==> config.mk <==
export PLATFORM = sky130hd
export DESIGN_NAME = fpu_issue_ctrl
export DESIGN_NICKNAME = d
export VERILOG_FILES = /design/src/rtl/fpu_pkg.sv /design/src/rtl/fpu_op_decode.sv /design/src/rtl/fpu_issue_ctrl.sv
export SDC_FILE = /design/constraint.sdc
export NUM_CORES = 1
export LEC_CHECK = 0
export ABC_AREA = 0
export CAP_MARGIN = 20
export CORE_ASPECT_RATIO = 0.8
export CORE_MARGIN = 4
export CORE_UTILIZATION = 38
export CTS_CLUSTER_DIAMETER = 40
export DETAILED_ROUTE_END_ITERATION = 8
export GPL_TIMING_DRIVEN = 1
export MAX_ROUTING_LAYER = met4
export PLACE_DENSITY = 0.79
export SLEW_MARGIN = 20
export SYNTH_ARGS = -nofsm -noshare
export SYNTH_HDL_FRONTEND = slang
export SYNTH_SLANG_ARGS = --single-unit
==> constraint.sdc <==
create_clock -name clk_i -period 2.3 [get_ports clk_i]
set_input_delay 0.345 -clock clk_i [delete_from_list [all_inputs] [get_ports clk_i]]
set_output_delay 0.345 -clock clk_i [all_outputs]
set_load 0.01 [all_outputs]
==> src/rtl/fpu_pkg.sv <==
`default_nettype none
// ============================================================================
//  Module      : fpu_pkg
//  Description : Shared RV32F encodings for the FPU issue path: major opcodes,
//                OP-FP funct5 values, rounding-mode encodings, the issue FSM
//                state type and the writeback error codes.
//  Revision    : 1.0 - initial release
// ============================================================================
package fpu_pkg;

    // Major opcodes
    localparam logic [6:0] c_OPC_OP_FP  = 7'b1010011;
    localparam logic [6:0] c_OPC_FMADD  = 7'b1000011;
    localparam logic [6:0] c_OPC_FMSUB  = 7'b1000111;
    localparam logic [6:0] c_OPC_FNMSUB = 7'b1001011;
    localparam logic [6:0] c_OPC_FNMADD = 7'b1001111;

    // OP-FP funct5 (instr[31:27])
    localparam logic [4:0] c_F5_FADD     = 5'b00000;
    localparam logic [4:0] c_F5_FSUB     = 5'b00001;
    localparam logic [4:0] c_F5_FMUL     = 5'b00010;
    localparam logic [4:0] c_F5_FDIV     = 5'b00011;
    localparam logic [4:0] c_F5_FSGNJ    = 5'b00100;
    localparam logic [4:0] c_F5_FMINMAX  = 5'b00101;
    localparam logic [4:0] c_F5_FSQRT    = 5'b01011;
    localparam logic [4:0] c_F5_FCMP     = 5'b10100;
    localparam logic [4:0] c_F5_FCVT_W_S = 5'b11000;
    localparam logic [4:0] c_F5_FCVT_S_W = 5'b11010;
    localparam logic [4:0] c_F5_FMV_X_W  = 5'b11100;  // shared with FCLASS
    localparam logic [4:0] c_F5_FMV_W_X  = 5'b11110;

    // Rounding modes
    localparam logic [2:0] c_RM_RNE = 3'b000;
    localparam logic [2:0] c_RM_RTZ = 3'b001;
    localparam logic [2:0] c_RM_RDN = 3'b010;
    localparam logic [2:0] c_RM_RUP = 3'b011;
    localparam logic [2:0] c_RM_RMM = 3'b100;
    localparam logic [2:0] c_RM_DYN = 3'b111;

    // Writeback error codes
    localparam logic [1:0] c_ERR_OK      = 2'b00;
    localparam logic [1:0] c_ERR_RM      = 2'b01;
    localparam logic [1:0] c_ERR_TIMEOUT = 2'b10;

    typedef enum logic [1:0] {
        ST_IDLE  = 2'd0,
        ST_ISSUE = 2'd1,
        ST_RESP  = 2'd2
    } fsmState_t;

endpackage
`default_nettype wire

==> src/rtl/fpu_op_decode.sv <==
`default_nettype none
// ============================================================================
//  Module      : fpu_op_decode
//  Description : Combinational RV32F classifier. Reports whether an op takes
//                a rounding mode and whether its result targets the integer
//                register file.
//  Ports       : i_instr   - 32-bit instruction word
//                o_usesRm  - op uses a rounding mode (funct3 is rm)
//                o_toInt   - result is written to an x-register
//  Revision    : 1.0 - initial release
// ============================================================================
module fpu_op_decode
    import fpu_pkg::*;
(
    input  logic [31:0] i_instr,
    output logic        o_usesRm,
    output logic        o_toInt
);

    logic [6:0] w_opcode;
    logic [4:0] w_funct5;

    assign w_opcode = i_instr[6:0];
    assign w_funct5 = i_instr[31:27];

    always_comb begin
        o_usesRm = 1'b0;
        o_toInt  = 1'b0;
        case (w_opcode)
            c_OPC_FMADD, c_OPC_FMSUB, c_OPC_FNMSUB, c_OPC_FNMADD: begin
                o_usesRm = 1'b1;
            end
            c_OPC_OP_FP: begin
                case (w_funct5)
                    c_F5_FADD, c_F5_FSUB, c_F5_FMUL, c_F5_FDIV,
                    c_F5_FSQRT, c_F5_FCVT_S_W: begin
                        o_usesRm = 1'b1;
                    end
                    c_F5_FCVT_W_S: begin
                        o_usesRm = 1'b1;
                        o_toInt  = 1'b1;
                    end
                    c_F5_FCMP, c_F5_FMV_X_W: begin
                        o_toInt  = 1'b1;
                    end
                    default: begin
                        o_usesRm = 1'b0;
                        o_toInt  = 1'b0;
                    end
                endcase
            end
            default: begin
                o_usesRm = 1'b0;
                o_toInt  = 1'b0;
            end
        endcase
    end

endmodule
`default_nettype wire

==> src/rtl/fpu_issue_ctrl.sv <==
`default_nettype none
// ============================================================================
//  Module      : fpu_issue_ctrl
//  Description : Core-side initiator for the FPU execute interface. Accepts
//                one RV32F op at a time, resolves its rounding mode, holds the
//                FPU request while busy (with a timeout) and presents the
//                result for writeback.
//  Ports       : clk_i/reset_i/flush_i           - clock, sync reset, flush
//                reqValid_i/reqReady_o/reqInstr_i/reqRs1..3_i/frm_i
//                                                - request side
//                fpuEnable_o/fpuInstr_o/fpuRs1..3_o/fpuRm_o/fpuBusy_i/fpuOut_i
//                                                - FPU side
//                wbValid_o/wbReady_i/wbToInt_o/wbRd_o/wbData_o/wbErr_o
//                                                - writeback side
//  Revision    : 1.0 - initial release
// ============================================================================
module fpu_issue_ctrl
    import fpu_pkg::*;
#(
    parameter int TIMEOUT_CYCLES = 64,
    parameter int CNT_W          = 7
) (
    input  logic        clk_i,
    input  logic        reset_i,
    input  logic        flush_i,
    input  logic        reqValid_i,
    output logic        reqReady_o,
    input  logic [31:0] reqInstr_i,
    input  logic [31:0] reqRs1_i,
    input  logic [31:0] reqRs2_i,
    input  logic [31:0] reqRs3_i,
    input  logic [2:0]  frm_i,
    output logic        fpuEnable_o,
    output logic [31:0] fpuInstr_o,
    output logic [31:0] fpuRs1_o,
    output logic [31:0] fpuRs2_o,
    output logic [31:0] fpuRs3_o,
    output logic [2:0]  fpuRm_o,
    input  logic        fpuBusy_i,
    input  logic [31:0] fpuOut_i,
    output logic        wbValid_o,
    input  logic        wbReady_i,
    output logic        wbToInt_o,
    output logic [4:0]  wbRd_o,
    output logic [31:0] wbData_o,
    output logic [1:0]  wbErr_o
);

    // Counter value seen on the last allowed busy cycle
    localparam logic [CNT_W-1:0] c_CNT_LAST = CNT_W'(TIMEOUT_CYCLES - 1);

    fsmState_t         r_state;
    fsmState_t         w_nextState;

    logic [31:0]       r_instr;
    logic [31:0]       r_rs1;
    logic [31:0]       r_rs2;
    logic [31:0]       r_rs3;
    logic [2:0]        r_rm;
    logic [4:0]        r_rd;
    logic              r_toInt;
    logic [31:0]       r_data;
    logic [1:0]        r_err;
    logic [CNT_W-1:0]  r_cnt;

    logic              w_usesRm;
    logic              w_toInt;
    logic [2:0]        w_funct3;
    logic [2:0]        w_rm;
    logic              w_rmIllegal;
    logic              w_accept;
    logic              w_timeout;
    logic              w_issueActive;

    fpu_op_decode u_decode (
        .i_instr  (reqInstr_i),
        .o_usesRm (w_usesRm),
        .o_toInt  (w_toInt)
    );

    // Rounding mode: dynamic selects fcsr.frm; only rm-using ops are checked
    assign w_funct3    = reqInstr_i[14:12];
    assign w_rm        = (w_usesRm && (w_funct3 == c_RM_DYN)) ? frm_i : w_funct3;
    assign w_rmIllegal = w_usesRm && (w_rm > c_RM_RMM);

    // Flush blocks a same-cycle accept
    assign w_accept      = (r_state == ST_IDLE) && !flush_i && reqValid_i;
    assign w_timeout     = fpuBusy_i && (r_cnt == c_CNT_LAST);
    assign w_issueActive = (r_state == ST_ISSUE) && !flush_i;

    always_ff @(posedge clk_i) begin
        if (reset_i) begin
            r_state <= ST_IDLE;
        end else begin
            r_state <= w_nextState;
        end
    end

    always_comb begin
        w_nextState = r_state;
        reqReady_o  = 1'b0;
        fpuEnable_o = 1'b0;
        wbValid_o   = 1'b0;
        case (r_state)
            ST_IDLE: begin
                reqReady_o = !flush_i;
                if (w_accept) begin
                    w_nextState = w_rmIllegal ? ST_RESP : ST_ISSUE;
                end
            end
            ST_ISSUE: begin
                fpuEnable_o = 1'b1;
                if (!fpuBusy_i || w_timeout) begin
                    w_nextState = ST_RESP;
                end
            end
            ST_RESP: begin
                wbValid_o = 1'b1;
                if (wbReady_i) begin
                    w_nextState = ST_IDLE;
                end
            end
            default: begin
                w_nextState = ST_IDLE;
            end
        endcase
        if (flush_i) begin
            w_nextState = ST_IDLE;
        end
    end

    // Request/result holding registers and the busy-cycle counter
    always_ff @(posedge clk_i) begin
        if (reset_i) begin
            r_instr <= '0;
            r_rs1   <= '0;
            r_rs2   <= '0;
            r_rs3   <= '0;
            r_rm    <= '0;
            r_rd    <= '0;
            r_toInt <= 1'b0;
            r_data  <= '0;
            r_err   <= c_ERR_OK;
            r_cnt   <= '0;
        end else if (w_accept) begin
            r_instr <= reqInstr_i;
            r_rs1   <= reqRs1_i;
            r_rs2   <= reqRs2_i;
            r_rs3   <= reqRs3_i;
            r_rm    <= w_rm;
            r_rd    <= reqInstr_i[11:7];
            r_toInt <= w_toInt;
            r_data  <= '0;
            r_err   <= w_rmIllegal ? c_ERR_RM : c_ERR_OK;
            r_cnt   <= '0;
        end else if (w_issueActive) begin
            if (!fpuBusy_i) begin
                r_data <= fpuOut_i;
                r_err  <= c_ERR_OK;
            end else if (w_timeout) begin
                r_data <= '0;
                r_err  <= c_ERR_TIMEOUT;
            end else begin
                r_cnt  <= r_cnt + CNT_W'(1);
            end
        end
    end

    assign fpuInstr_o = r_instr;
    assign fpuRs1_o   = r_rs1;
    assign fpuRs2_o   = r_rs2;
    assign fpuRs3_o   = r_rs3;
    assign fpuRm_o    = r_rm;
    assign wbToInt_o  = r_toInt;
    assign wbRd_o     = r_rd;
    assign wbData_o   = r_data;
    assign wbErr_o    = r_err;

endmodule
`default_nettype wire
* Yosys cells after proc, flatten, opt, wreduce, memory -nomap -nowiden
Index checks and enable logic that the tools add are counted.
Storage, ports and cells: logic and storage cells 77, input bits 169, register bits after elaboration 180
Operators by class: eq/ne operators 22, reductions and logical operators 21, bitwise gates (word level) 1, muxes and demuxes 20, magnitude comparators 1, $add $sub $neg 1
Operator list (number):
- $mux W32 | 2
- $eq A7 B7 Y1 const B | 5
- $eq A5 B5 Y1 const B | 4
- $mux W2 | 8
- $eq A5 B2 Y1 const B | 2
- $add A7 B1 Y7 const B | 1
- $eq A7 B6 Y1 const B | 1
- $mux W1 | 7
- $reduce_or A7 Y1 | 1
- $logic_and A1 B1 Y1 | 6
- $pmux W2 S3 | 1
- $reduce_and A3 Y1 | 2
- $eq A5 B1 Y1 const B | 1
- $eq A5 B4 Y1 const B | 1
- $logic_not A5 Y1 | 1
- $ne A2 B1 Y1 const B | 2
- $ne A2 B2 Y1 const B | 2
- $reduce_and A2 Y1 | 2
- $reduce_or A2 Y1 | 2
- $reduce_or A4 Y1 | 1
- $eq A3 B3 Y1 const B | 1
- $gt A3 B3 Y1 const B | 1
- $mux W3 | 1
- $ne A3 B1 Y1 const B | 1
- other kinds (9) | 10

* Depth between registers and ports, before layout
Gate-level depths: netlist of run 1.
depth in word-level cells 11, depth in mapped cells 7, gate-level depth less buffers 6

* Cells and area by module
Synthesis of run 1 repeated with hierarchy kept, for this count alone.
Second synthesis, totals: cell total of the unflattened synthesis 730, area, all modules 6153.4 sq um
By module, submodules not included:
- fpu_issue_ctrl | cells each 720, area each 6075.8 sq um, times used 1, seq. area each 3503.4 sq um
- fpu_op_decode | cells each 10, area each 77.6 sq um, times used 1, seq. area each 0.0 sq um

* Worst setup path before layout of run 1
OpenSTA, ideal clock, no wires.
path type input -> register, from input reqInstr_i[5], to register r_state[0], buffers on the path 0, data arrival time 1.880 ns, path slack 0.303 ns, required time 2.183 ns, stages 5, path through nand4b_1 -> or3_1 -> o32a_1 -> or4_4 -> a32o_1
Between the ends: longest elaborated chain between the ends 10, elaborated cells on any way between the ends 14, those cells by class 1 x order compare; 5 x eq/ne; 5 x mux; 3 x reduce/logical
Ends and longest elaborated chain:
- from (decl) | line fpu_issue_ctrl.sv:28 | input logic [31:0] reqInstr_i,
- $eq A7 B7 Y1 | line fpu_op_decode.sv:29 | case (w_opcode)
- $reduce_or A4 Y1 | line fpu_op_decode.sv:29
- $pmux W1 S2 (*) | line fpu_op_decode.sv:29
- $logic_and A1 B1 Y1 | line fpu_issue_ctrl.sv:83 | assign w_rm = (w_usesRm && (w_funct3 == c_RM_DYN)) ? frm_i : w_funct3;
- $mux W3 | line fpu_issue_ctrl.sv:83
- $gt A3 B3 Y1 | line fpu_issue_ctrl.sv:84 | assign w_rmIllegal = w_usesRm && (w_rm > c_RM_RMM);
- $logic_and A1 B1 Y1 (*) | line fpu_issue_ctrl.sv:84
- $mux W2 (*) | line fpu_issue_ctrl.sv:108 | w_nextState = w_rmIllegal ? ST_RESP : ST_ISSUE;
- $mux W2 (*) | line fpu_issue_ctrl.sv:107 | if (w_accept) begin
- $pmux W2 S3 (*) | line fpu_issue_ctrl.sv:104 | case (r_state)
- to (signal assigned) | line fpu_issue_ctrl.sv:95 | r_state <= w_nextState;
- to (decl) | line fpu_issue_ctrl.sv:52 | fsmState_t r_state;
Every way passes the cells marked *; elsewhere a longest branch is shown, timed or not. The select of a mux whose other input is x is not followed. A chain may end at the register's enable or synchronous reset.

* Final worst setup path of run 1
from input reqInstr_i[0], to register r_state[0]
Same word-level chain as after synthesis.

==> results of run 1 <==
==> sequential cells by signal (all words and copies together) (netlist names), 3 cells and up <==
signal and count:
fpuInstr_o 32, fpuRs1_o 32, fpuRs2_o 32, fpuRs3_o 32
wbData_o 32, r_cnt 7, fpuRm_o 3
==> worst paths after layout <==
path                 endpoint  slack (ps)           from
setup / recovery   r_state[0]         140  reqInstr_i[0]
hold / removal    fpuRs2_o[3]         450    fpuRs2_o[3]
setup reg to reg     r_cnt[5]         410     r_state[0]
hold reg to reg   fpuRs2_o[3]         450    fpuRs2_o[3]
==> metrics by stage <==
step | utilization (%) | instance area [um2] | std cells | setup slack [ps] | total power (W)
3_3_place_gp | 62.4 | 9850 | 1253 | -248 | 0.00423
6_report | 65.9 | 10400 | 1284 | 140 | 0.00692
4_1_cts | 65.9 | 10400 | 1284 | 149 | 0.00699
5_1_grt | 65.9 | 10400 | 1284 | 93.9 | 0.00720
2_1_floorplan | - | 6130 | 731 | 303 | 0.00360
3_5_place_dp | 62.4 | 9850 | 1253 | -294 | 0.00425
==> worst max-delay path: cells and delay by family <==
| family | cells | cell delay, ps |
|---|---|---|
| compound gates | 2 | 580 |
| buf+inv | 1 | 510 |
| simple gates | 3 | 1040 |
==> power by group through the flow <==
stage | combinational, W | clock (W) | sequential, W
floorplan | 0.000271 | 0 | 0.00332
global placement | 0.000966 | 0 | 0.00327
detailed placement | 0.000978 | 0 | 0.00327
CTS | 0.000984 | 0.00280 | 0.00321
global route | 0.00105 | 0.00293 | 0.00322
finish | 0.000976 | 0.00274 | 0.00321
==> layout by cell type, fill, tap and decap left out, types with 3 or more instances in the layout <==
master | Yosys | routed
clkdlybuf4s50_1 | 0 | 341
nand2_1 | 263 | 262
dfxtp_1 | 175 | 175
a21oi_1 | 137 | 137
a22o_1 | 32 | 32
clkbuf_16 | 0 | 17
buf_4 | 5 | 17
nor2_1 | 14 | 13
buf_12 | 0 | 7
nor3_1 | 5 | 4
inv_1 | 4 | 4
o311ai_0 | 4 | 4
inv_6 | 0 | 4
nor2b_1 | 3 | 3
nand3b_1 | 3 | 3
or3_1 | 3 | 3
nand2b_1 | 3 | 3
o21ai_0 | 3 | 3
clkinv_2 | 0 | 3
clkinvlp_4 | 0 | 3
==> kinds of logic (layout without fill, tap and decap cells) <==
| logic type | after synthesis | after routing | share of synthesized area [%] |
|---|---|---|---|
| flip-flops | 175 | 175 | 57.2 |
| adder cells (fa/ha/maj) | 1 | 1 | 0.204 |
| buffers and inverters | 62 | 400 | 4.23 |
| multiplexers | 1 | 1 | 0.163 |
| AND/OR/NAND/NOR | 302 | 302 | 19.6 |
| XOR/XNOR | 3 | 3 | 0.429 |
| AO/OA/AOI/OAI | 187 | 187 | 18.2 |
==> metal layers <==
layer / part of all wire [%] / vias up / global-route usage (%)
met5: 0 / - / -
met4: 1.8 / 0 / 6.11
met3: 9.6 / 25 / 8.89
met2: 49 / 235 / 37.5
met1: 40 / 2853 / 24.6
li1: - / 3072 / -
==> area by class of cell <==
class / count / area share (%)
clock inverter: 12 / 1.07
tap: 215 / 2.58
clock buffer: 19 / 4.26
inverter: 4 / 0.144
sequential: 175 / 33.7
multi-input combinational: 494 / 22.9
timing repair buffer: 365 / 35.4
==> impl_metrics.toml, run 1 <==
[power_and_ir_drop]
p_clk_share_pct = 39.6
internal-power_w = 0.00524
seqPwrFrac_pct = 46.3
combPwrFrac_pct = 14.1
vdd_ir_drop_max_v = 0.000531
power.switching_w = 0.00169
p_sw_share_pct = 24.4
total_leakage_power_nw = 3.77
power_density_mw_per_mm2 = 665

[global_routing]
grt_pass1_wl_um = 31000
overflow = 0
antenna_found_initial = 0
grt_start_max_net_pins = 137
grt_util_all_layers_pct = 22.3
grt_pass1_vias = 5995

[timing]
finalMaxSlewViolations = 0
setup_tns_ps = 0
slew-limit-headroom_pct = 57.4
skew_ps = 6.25
period_share_pct = 93.9
setup_viol = 0
worst_pin_slew_ps = 640
finalCriticalPeriod_ps = 2160
fmax_mhz = 463
holdWs_ps = 452
final_hold_viol_count = 0
rsz0062_at_grt = "no"

[setup_path]
cp_data_arrival_time_ps = 2470
cp-end-kind = "flip-flop"
critPathKind = "primary input to flip-flop"
required_ps = 2610
crit_chain = "clkdlybuf4s50_1, nand4b_1, or3_1, o32a_1, or4_4, a32o_1"
rr_worst_depth = 5
slowest_delay_ps = 550
critPathMaxFanout = 2
crit_path_top_delay_cell = "or4_4"
worst_setup_path_start_kind = "primary input"

[detailed_routing]
routedWlPerCell_um = 16.3
initialDrtViolationCount = 330
drc = 0
wl_um = 20900
vias = 6185
postRouteAntennaNets = 0
first_pass_iters = 7
viasPerCell = 4.82

[synthesis]
synthTopCellsByCount = "nand2_1 (263), dfxtp_1 (175), a21oi_1 (137)"
yosysWarnings = 0
synth_cells = 731
synth_most_common_cell = "nand2_1"
syn-num-nets = 901
synth.top_cell.area_share_pct = 57.2
yosysTopAreaCell = "dfxtp_1"
netlist_top_cells_area = "dfxtp_1 (57%), nand2_1 (16%), a21oi_1 (11%), a22o_1 (4.6%), clkbuf_1 (2.9%)"
synthDistinctLibCells = 37
syn_area_per_cell_um2 = 8.39
synth_edf_count = 0
synth_area_mm2 = 0.00613
ys_async_sr_fraction_pct = 0
synth_seq_area_share_pct = 57.2
synthFlopType = "dfxtp_1"
synth_seq_cells = 175

[hold_path]
min_path_cells = 2
hold_path_class = "flip-flop to flip-flop"

[cts]
cts_resized = 0
cts_tree = "built"
cts.htree.levels = 4
clk_latency_ps = 420
cts.sink_count = 175
clkTransAtPathRegs_ps = 70
clockRootBuffer = "clkbuf_16"
cts_inserted_buffers = 17
hold_buffers = 0
cts.path.max_buffers = 2
post_cts_buffers = 0

[finish]
diodes = 0
nFillCells = 1308
multi_input_area_mm2 = 0.00238
layout-drive-gt1-share_pct = 5.61
nets = 1227
regArea_mm2 = 0.00350
syn2layout_area_growth_pct = 69.8

[floorplan]
pin_count = 343
die_x_um = 150
rows = 41
fp.dieH_um = 122
core_mm2 = 0.0158
die_area_mm2 = 0.0182
start_util_pct = 38.8

[run_status]
status = "finished, final reports clean"

[placed_design]
dp_hpwl_um = 15300
io_buffers = 342
routabilityCongestion = 0.894

[flow_run]
maxCapViolCount = 0
No activity file was read; power rests on OpenSTA's default activity.
==> run 2: changes to the inputs <==
--- a/config.mk
+++ b/config.mk
@@ -15,6 +15,7 @@
 export GPL_TIMING_DRIVEN = 1
 export MAX_ROUTING_LAYER = met4
 export PLACE_DENSITY = 0.79
+export RECOVER_POWER = 25
 export SLEW_MARGIN = 20
 export SYNTH_ARGS = -nofsm -noshare
 export SYNTH_HDL_FRONTEND = slang
==> impl_metrics.toml, run 2 (same netlist as run 1, synthesis figures left out) <==
[detailed_routing]
first_pass_iters = 6
routedWlPerCell_um = 16.3
viasPerCell = 4.83
postRouteAntennaNets = 0
vias = 6204
drc = 0
initialDrtViolationCount = 312
wl_um = 20900

[timing]
worst_pin_slew_ps = 633
finalCriticalPeriod_ps = 2160
skew_ps = 6.95
setup_tns_ps = 0
final_hold_viol_count = 0
fmax_mhz = 463
setup_viol = 0
finalMaxSlewViolations = 0
slew-limit-headroom_pct = 57.8
rsz0062_at_grt = "no"
period_share_pct = 93.9

[hold_path]
hold_path_class = "flip-flop to flip-flop"

[setup_path]
crit_path_top_delay_cell = "or4_4"
crit_chain = "clkdlybuf4s50_1, nand4b_1, or3_1, o32a_1, or4_4, a32o_1"
worst_setup_path_start_kind = "primary input"
crit_buf_inv = 1
critPathKind = "primary input to flip-flop"
cp_data_arrival_time_ps = 2470
critPathMaxFanout = 2
slowest_delay_ps = 550
crit_family = "simple AND/OR/NAND/NOR gates"
required_ps = 2610
cp-end-kind = "flip-flop"

[power_and_ir_drop]
power_density_mw_per_mm2 = 664
total_leakage_power_nw = 3.95
vdd_ir_drop_max_v = 0.000531

[global_routing]
grt_pass1_wl_um = 31000
overflow = 0
grt_pass1_vias = 5995
antenna_found_initial = 0
grt_util_all_layers_pct = 22.3
grt_start_max_net_pins = 137

[finish]
nFillCells = 1313
final_util_pct = 65.6
layout-drive-gt1-share_pct = 5.43
nets = 1227
diodes = 0
syn2layout_area_growth_pct = 69.2
final_common_cell = "clkdlybuf4s50_1"
final_cell_mix = "clkdlybuf4s50_1 (279), nand2_1 (263), dfxtp_1 (175), a21oi_1 (137), dlygate4sd3_1 (62)"

[cts]
cts_tree = "built"
post_cts_buffers = 0
cts.htree.levels = 4
clockRootBuffer = "clkbuf_16"
clk_latency_ps = 420
cts_inserted_buffers = 17
cts.path.max_buffers = 2
clkTransAtPathRegs_ps = 70
cts_resized = 0
hold_buffers = 0
cts.sink_count = 175

[flow_run]
maxCapViolCount = 0

[placed_design]
dp_hpwl_um = 15300
routabilityCongestion = 0.894
io_buffers = 342

[floorplan]
die_area_mm2 = 0.0182
pin_count = 343
die_x_um = 150
rows = 41
fp.dieH_um = 122
core_mm2 = 0.0158
start_util_pct = 38.8

[run_status]
status = "finished, final reports clean"
[run 2: cell types whose count changed in the layout (fill, tap and decap cells not counted)]
cell / previous run / this run
buf_4: 17 / 16
clkbuf_1: 1 / 2
nand2_1: 262 / 263
buf_6: 0 / 1
nand2_4: 1 / 0
and2_2: 0 / 1
and2_4: 1 / 0
clkbuf_2: 0 / 1
clkdlybuf4s50_1: 341 / 279
dlygate4sd3_1: 0 / 62
buf_12: 7 / 5
[run 2: path summary, 6_finish.rpt]
| path | start | to | slack, ps | cells after the start |
|---|---|---|---|---|
| worst max register to register | r_state[0] | wbToInt_o | 220 | 7 |
| worst min register to register | fpuRs2_o[3] | fpuRs2_o[3] | 450 | 2 |
| worst max-delay path | reqInstr_i[0] | r_state[0] | 140 | 6 |
| worst min-delay path | fpuRs2_o[3] | fpuRs2_o[3] | 450 | 2 |
[run 2: stage by stage]
stage               power [W]  worst slack [ps]  area, um2  hold WS [ps]  std cells
finish                0.00689               141      10400           449       1284
global route          0.00717              53.1      10400           450       1284
global placement      0.00423              -248       9850           433       1253
detailed placement    0.00425              -294       9850           446       1253
CTS                   0.00699               149      10400           449       1284
floorplan             0.00360               303       6130           412        731
[run 2: area by class of cell]
cell class / instances / area, um2 / share of cell area [%]
sequential: 175 / 3500 / 33.8
clock buffer: 19 / 443 / 4.27
tap: 215 / 269 / 2.59
multi-input combinational: 494 / 2380 / 22.9
inverter: 4 / 15.0 / 0.145
timing repair buffer: 365 / 3650 / 35.2
clock inverter: 12 / 111 / 1.07
[run 2: power breakdown]
part	total, W	internal (W)	switching [W]	leakage (nW)
combinational	0.000951	0.000543	0.000407	2.26
clock	0.00273	0.00152	0.00121	0.266
sequential	0.00320	0.00315	0.0000573	1.42
total	0.00689	0.00521	0.00167	3.95
[run 2: metal layers]
layer,share of wire [%],global-route usage (%)
met5,0,-
met4,1.8,6.11
met3,9.3,8.89
met2,49,37.5
met1,40,24.6
[run 2: tightest hold or removal path: cells and delay by family, from the launching register on]
family             cells  cell delay, ps
and+or+nand+nor        1              50
AOI/OAI and AO/OA      1              50
DFF                    1             310
==> run 3: changes to the inputs <==
--- a/config.mk
+++ b/config.mk
@@ -12,7 +12,6 @@
 export CORE_UTILIZATION = 38
 export CTS_CLUSTER_DIAMETER = 40
 export DETAILED_ROUTE_END_ITERATION = 8
-export GPL_TIMING_DRIVEN = 1
 export MAX_ROUTING_LAYER = met4
 export PLACE_DENSITY = 0.79
 export RECOVER_POWER = 25
==> results of run 3 <==
The final DEF is identical to that of run 2; final timing and power are the same.
